$ cat src/rtl/bg_pkg.sv
// Shared definitions for the background pipeline: image geometry, ROM address width,
// palette index type and the stored background image contents.
package bg_pkg;

  localparam int unsigned IMG_W  = 320;
  localparam int unsigned IMG_H  = 240;
  localparam int unsigned ADDR_W = 17;

  typedef logic [3:0] pal_idx_t;

  localparam pal_idx_t BLANK_INDEX = 4'hD;

  // Background image texel at a linear ROM address (nibble-fold pattern).
  function automatic pal_idx_t image_texel(input logic [ADDR_W-1:0] a);
    return a[3:0] ^ a[7:4] ^ a[11:8] ^ a[15:12] ^ {3'b000, a[16]};
  endfunction

endpackage

$ cat src/rtl/bg_idle_rom.sv
// Synchronous-read background image ROM; one 4-bpp palette index per address.
module bg_idle_rom
  import bg_pkg::*;
(
  input  logic              clk,
  input  logic              rst,
  input  logic              en,
  input  logic [ADDR_W-1:0] addr,
  output pal_idx_t          q
);

  always_ff @(posedge clk or posedge rst) begin
    if (rst) begin
      q <= '0;
    end else if (en) begin
      q <= image_texel(addr);
    end
  end

endmodule

$ cat src/rtl/bg_index_fetch.sv
// Pixel-index fetch: beam coordinates -> scrolled, 2x-downscaled ROM address ->
// palette index with a matching visibility flag, two pix_en cycles of latency.
module bg_index_fetch
  import bg_pkg::*;
(
  input  logic       Clk,
  input  logic       Reset,
  input  logic       pix_en,
  input  logic [9:0] DrawX,
  input  logic [9:0] DrawY,
  input  logic       blank_in,
  input  logic       frame_start,
  input  logic       scroll_en,
  input  logic [3:0] scroll_step,
  output pal_idx_t   index,
  output logic       blank_out,
  output logic [8:0] scroll_x
);

  logic [9:0]        sx_sum;
  logic [8:0]        sx;
  logic [ADDR_W-1:0] addr_c;
  logic              vis1_c;
  logic [9:0]        scr_sum;
  logic [8:0]        scr_next;

  logic [ADDR_W-1:0] addr1;
  logic              vis1;
  logic              vis2;
  pal_idx_t          rom_q;

  // Both sums stay below 2*IMG_W, so one conditional subtract wraps them.
  always_comb begin
    sx_sum = {1'b0, DrawX[9:1]} + {1'b0, scroll_x};
    if (sx_sum >= 10'(IMG_W)) begin
      sx_sum = sx_sum - 10'(IMG_W);
    end
    sx     = sx_sum[8:0];
    addr_c = ADDR_W'(DrawY[9:1]) * ADDR_W'(IMG_W) + ADDR_W'(sx);
    vis1_c = blank_in & (DrawX < 10'(2 * IMG_W)) & (DrawY < 10'(2 * IMG_H));

    scr_sum = {1'b0, scroll_x} + {6'b000000, scroll_step};
    if (scr_sum >= 10'(IMG_W)) begin
      scr_sum = scr_sum - 10'(IMG_W);
    end
    scr_next = scr_sum[8:0];
  end

  always_ff @(posedge Clk or posedge Reset) begin
    if (Reset) begin
      addr1 <= '0;
      vis1  <= 1'b0;
      vis2  <= 1'b0;
    end else if (pix_en) begin
      addr1 <= addr_c;
      vis1  <= vis1_c;
      vis2  <= vis1;
    end
  end

  // Scroll updates regardless of pix_en; a pixel sampled on the same edge used the old value.
  always_ff @(posedge Clk or posedge Reset) begin
    if (Reset) begin
      scroll_x <= '0;
    end else if (frame_start && scroll_en) begin
      scroll_x <= scr_next;
    end
  end

  bg_idle_rom u_rom (
    .clk  (Clk),
    .rst  (Reset),
    .en   (pix_en),
    .addr (addr1),
    .q    (rom_q)
  );

  always_comb begin
    index     = vis2 ? rom_q : BLANK_INDEX;
    blank_out = vis2;
  end

endmodule

$ cat config.mk
export PLATFORM = sky130hd
export DESIGN_NAME = bg_index_fetch
export DESIGN_NICKNAME = d
export VERILOG_FILES = /design/src/rtl/bg_pkg.sv /design/src/rtl/bg_idle_rom.sv /design/src/rtl/bg_index_fetch.sv
export SDC_FILE = /design/constraint.sdc
export NUM_CORES = 1
export LEC_CHECK = 0
export BUFFER_PORTS_ARGS = -buffer_cell sky130_fd_sc_hd__buf_2
export CAP_MARGIN = 20
export CORE_MARGIN = 1.5
export CORE_UTILIZATION = 30
export CTS_CLUSTER_DIAMETER = 200
export DETAILED_ROUTE_END_ITERATION = 8
export GPL_ROUTABILITY_DRIVEN = 0
export PLACE_DENSITY = 0.51
export SYNTH_ARGS = -nofsm -noshare
export SYNTH_HDL_FRONTEND = slang
export SYNTH_HIERARCHICAL = 1
export SYNTH_SLANG_ARGS = --single-unit
$ cat constraint.sdc
create_clock -name Clk -period 9.3 [get_ports Clk]
set_clock_uncertainty 0.1 [all_clocks]
set_input_delay 1.86 -clock Clk [delete_from_list [all_inputs] [get_ports Clk]]
set_output_delay 1.86 -clock Clk [all_outputs]
set_load 0.05 [all_outputs]
==> flow_summary.ini <==
[run_status]
status = finished clean

[layout]
areaGrowthSynthToFinish_pct = 15.0
fin_area_sq_um = 3340
layout.nets = 415
final_common_cell = buf_2
layout_common_cells = buf_2 (41), ha_1 (34), dfrtp_1 (32), nor2_1 (26), xnor2_1 (25)
drive_above_1_share = 0.204
diodes = 0

[synth]
syn_area_per_cell_sq_um = 9.60
synth_top_area_cell = dfrtp_1
synthArstFlopShare = 1.00
syn_nets = 371
ys.flop_type = dfrtp_1
ys_seq_elements = 32
synth_top_cell_area_share = 0.275
yosysWarnings = 6
synth_edf_count = 0
ys_top_cells_by_area = dfrtp_1 (28%), ha_1 (15%), xnor2_1 (7.5%)
synth.distinct_cells = 57
synth_cells = 303
synth_area_sq_um = 2910
ys_seq_area_frac = 0.275

[sta]
hold_slack_ns = 0.402
relSlewSlack = 0.600
rsz0062_at_grt = false
slew_violations = 0
tightest_slew_ns = 0.600
fmax_mhz = 154
fin_crit_sh = 0.700
setup_ws_ns = 2.79
hold_violations = 0
tns_ns = 0
period_needed_ns = 6.51
setup_viol = 0

[setup_path]
worst_r2r_path_depth = 21
reg2reg_slack_ns = 4.04
critPathBufInv = 1
crit_path_max_incr_delay_ns = 0.56
critical_path_arrival_ns = 6.61
worstSetupPathDepth = 22
regToRegStartpoint = scroll_x[3]$_DFFE_PP0P_
path_cells = buf_2 > ha_1 > a21o_1 > a21oi_1 > a21boi_0 > o21ai_0 > nand2b_1 > xnor2_1 > ha_1 > nand3b_1 > or4_1 > o221ai_1 > o211a_1 > mux2i_1 > fa_1 > a21o_1 > nand2_1 > nor3b_2 > nand3_2 > or4_4 > a21o_1 > a31oi_1
crit_slowest_cell = or4_1
r2r_end = addr1[16]$_DFFE_PP0P_
cp_max_fo = 5
critPathCapture = addr1[16]$_DFFE_PP0P_
crit_top_cell = a21o_1
critPathKind = in -> reg
end_kind = register
critPathTopFamily = simple AND/OR/NAND/NOR gates
crit_start = DrawX[4]
required_ns = 9.40
cp-start-kind = input pin

[cts]
clock-sinks = 32
cts_resized = 0
clk_latency_ns = 0.28
root_buffer = clkbuf_8
htreeDepth = 2
ctsLongestPathBuffers = 2
holdBufCountCts = 0
path_clk_slew_ns = 0.07
tritoncts = done
post_cts_buffers = 0
cts_buffers = 5

[power_and_ir_drop]
p_switching_uw = 533
p_leak_uw = 0.00151
totalPowerFinal_uw = 1170
combPwrFrac = 0.661
vdd_drop_max_v = 0.000112
power.density_nw_per_um2 = 351
cell_internal_pwr_uw = 639
sw_frac_of_total = 0.455
clock_power_share = 0.111
pwr-share-seq = 0.228

[routing]
totalWireLength_mm = 5.84
drc = 0
drt.antenna.violating_nets = 0
dr.pass1.iters = 4
routed-via-count = 2274
wl_per_cell_microns = 12.2
drtIter0Drc = 68
viasPerCell = 4.77

[placement]
dp_hpwl_mm = 4.80
io_buffers = 41
placed_area_sq_um = 3240
dp_worst_setup_slack_ns = 2.50

[global_route]
grt_max_degree = 33
first_global_vias = 2124
grt.overflow.total = 0
antenna_found_initial = 0
grt_pass1_wl_mm = 9.98
grt.total_usage = 0.122

[floorplanning]
die_h_microns = 101
placementRows = 35
dieArea_sq_um = 10300
pin_count = 44
fp.coreArea_sq_um = 9330
start_util = 0.312
die_w_microns = 101

[job]
cap_violations = 0

[hold_path]
hp-class = reg -> reg
## Yosys cell counts (2+ instances only)
master and n:
nand2b_1 5, mux2_2 12, a31oi_1 2, nand2_1 16, o21bai_1 3, nor3_1 4, nand3b_1 2, o211ai_1 4
o21ai_0 12, clkbuf_1 2, inv_1 17, a21o_1 6, dfrtp_1 32, xnor2_1 25, o31a_1 2, or3_1 2
and3_1 3, a21oi_1 20, xor2_1 7, xor2_2 3, nor2b_1 8, o21a_1 3, nand4_1 3, clkbuf_8 2
o21ai_1 2, mux2i_1 7, nor3b_1 2, nor4_1 2, ha_1 34, and2_1 3, nor2_1 26, nand3_1 4
fa_1 4
## worst register-to-register path, stage by stage (launching register included)
cell and delay (ns):
dfrtp_1 0.42, ha_1 0.36, a21o_1 0.18, a21oi_1 0.16, a21boi_0 0.16, o21ai_0 0.17
nand2b_1 0.09, xnor2_1 0.26, ha_1 0.23, nand3b_1 0.08, or4_1 0.56, o221ai_1 0.18
o211a_1 0.24, mux2i_1 0.32, fa_1 0.26, a21o_1 0.12, nand2_1 0.09, nor3b_2 0.25
nand3_2 0.15, or4_4 0.50, a21o_1 0.19, a31oi_1 0.14
## stage by stage
stage / instances / util
final: 477 / 0.358
after global routing: 477 / 0.358
after CTS: 477 / 0.358
after detailed placement: 469 / 0.347
after global placement: 469 / 0.347
after floorplan: 303 / -
## sequential cells by signal, indices dropped and copies added (netlist names)
| signal | flops |
|---|---|
| vis1 | 1 |
| scroll_x | 9 |
| addr1 | 17 |
| blank_out | 1 |
| u_rom/q | 4 |
## worst min-delay path by stage
stage / startpoint / to / cells after the start
global route: u_rom/q[0]$_DFFE_PP0P_ / u_rom/q[0]$_DFFE_PP0P_ / 1
finish: u_rom/q[0]$_DFFE_PP0P_ / u_rom/q[0]$_DFFE_PP0P_ / 1
floorplan: vis1$_DFFE_PP0P_ / vis1$_DFFE_PP0P_ / 1
CTS: u_rom/q[0]$_DFFE_PP0P_ / u_rom/q[0]$_DFFE_PP0P_ / 1
global placement: vis1$_DFFE_PP0P_ / vis1$_DFFE_PP0P_ / 1
detailed placement: u_rom/q[0]$_DFFE_PP0P_ / u_rom/q[0]$_DFFE_PP0P_ / 1
## logic make-up after synthesis
kind of cell | share of synthesized area
buf+inv | 0.0379
flops | 0.275
compound gates | 0.155
simple gates | 0.161
xor+xnor | 0.121
mux | 0.0757
fa+ha+maj | 0.174
## layer usage
layer	GRT usage	vias up	wire, microns
met5	0	-	0
li1	-	1170	-
met3	0.0179	8	163
met1	0.172	1059	3000
met2	0.192	37	2580
met4	0.0385	0	97
## final cells by class
cell class	count	area (sq um)
Inverter	17	63.8
Multi-Input combinational cell	249	2000
Clock buffer	6	72.6
Clock inverter	2	35.0
Fill cell	957	5980
Timing Repair Buffer	42	213
Tap cell	129	161
Sequential cell	32	801
## power by group through the flow
| stage | registers [uW] | clock network, uW | logic (uW) |
|---|---|---|---|
| final | 267 | 131 | 775 |
| after detailed placement | 271 | 0 | 778 |
| after global routing | 278 | 141 | 870 |
| after global placement | 270 | 0 | 770 |
| after floorplan | 321 | 0 | 568 |
| after CTS | 269 | 135 | 784 |
Power figures use the tool's default switching activity.
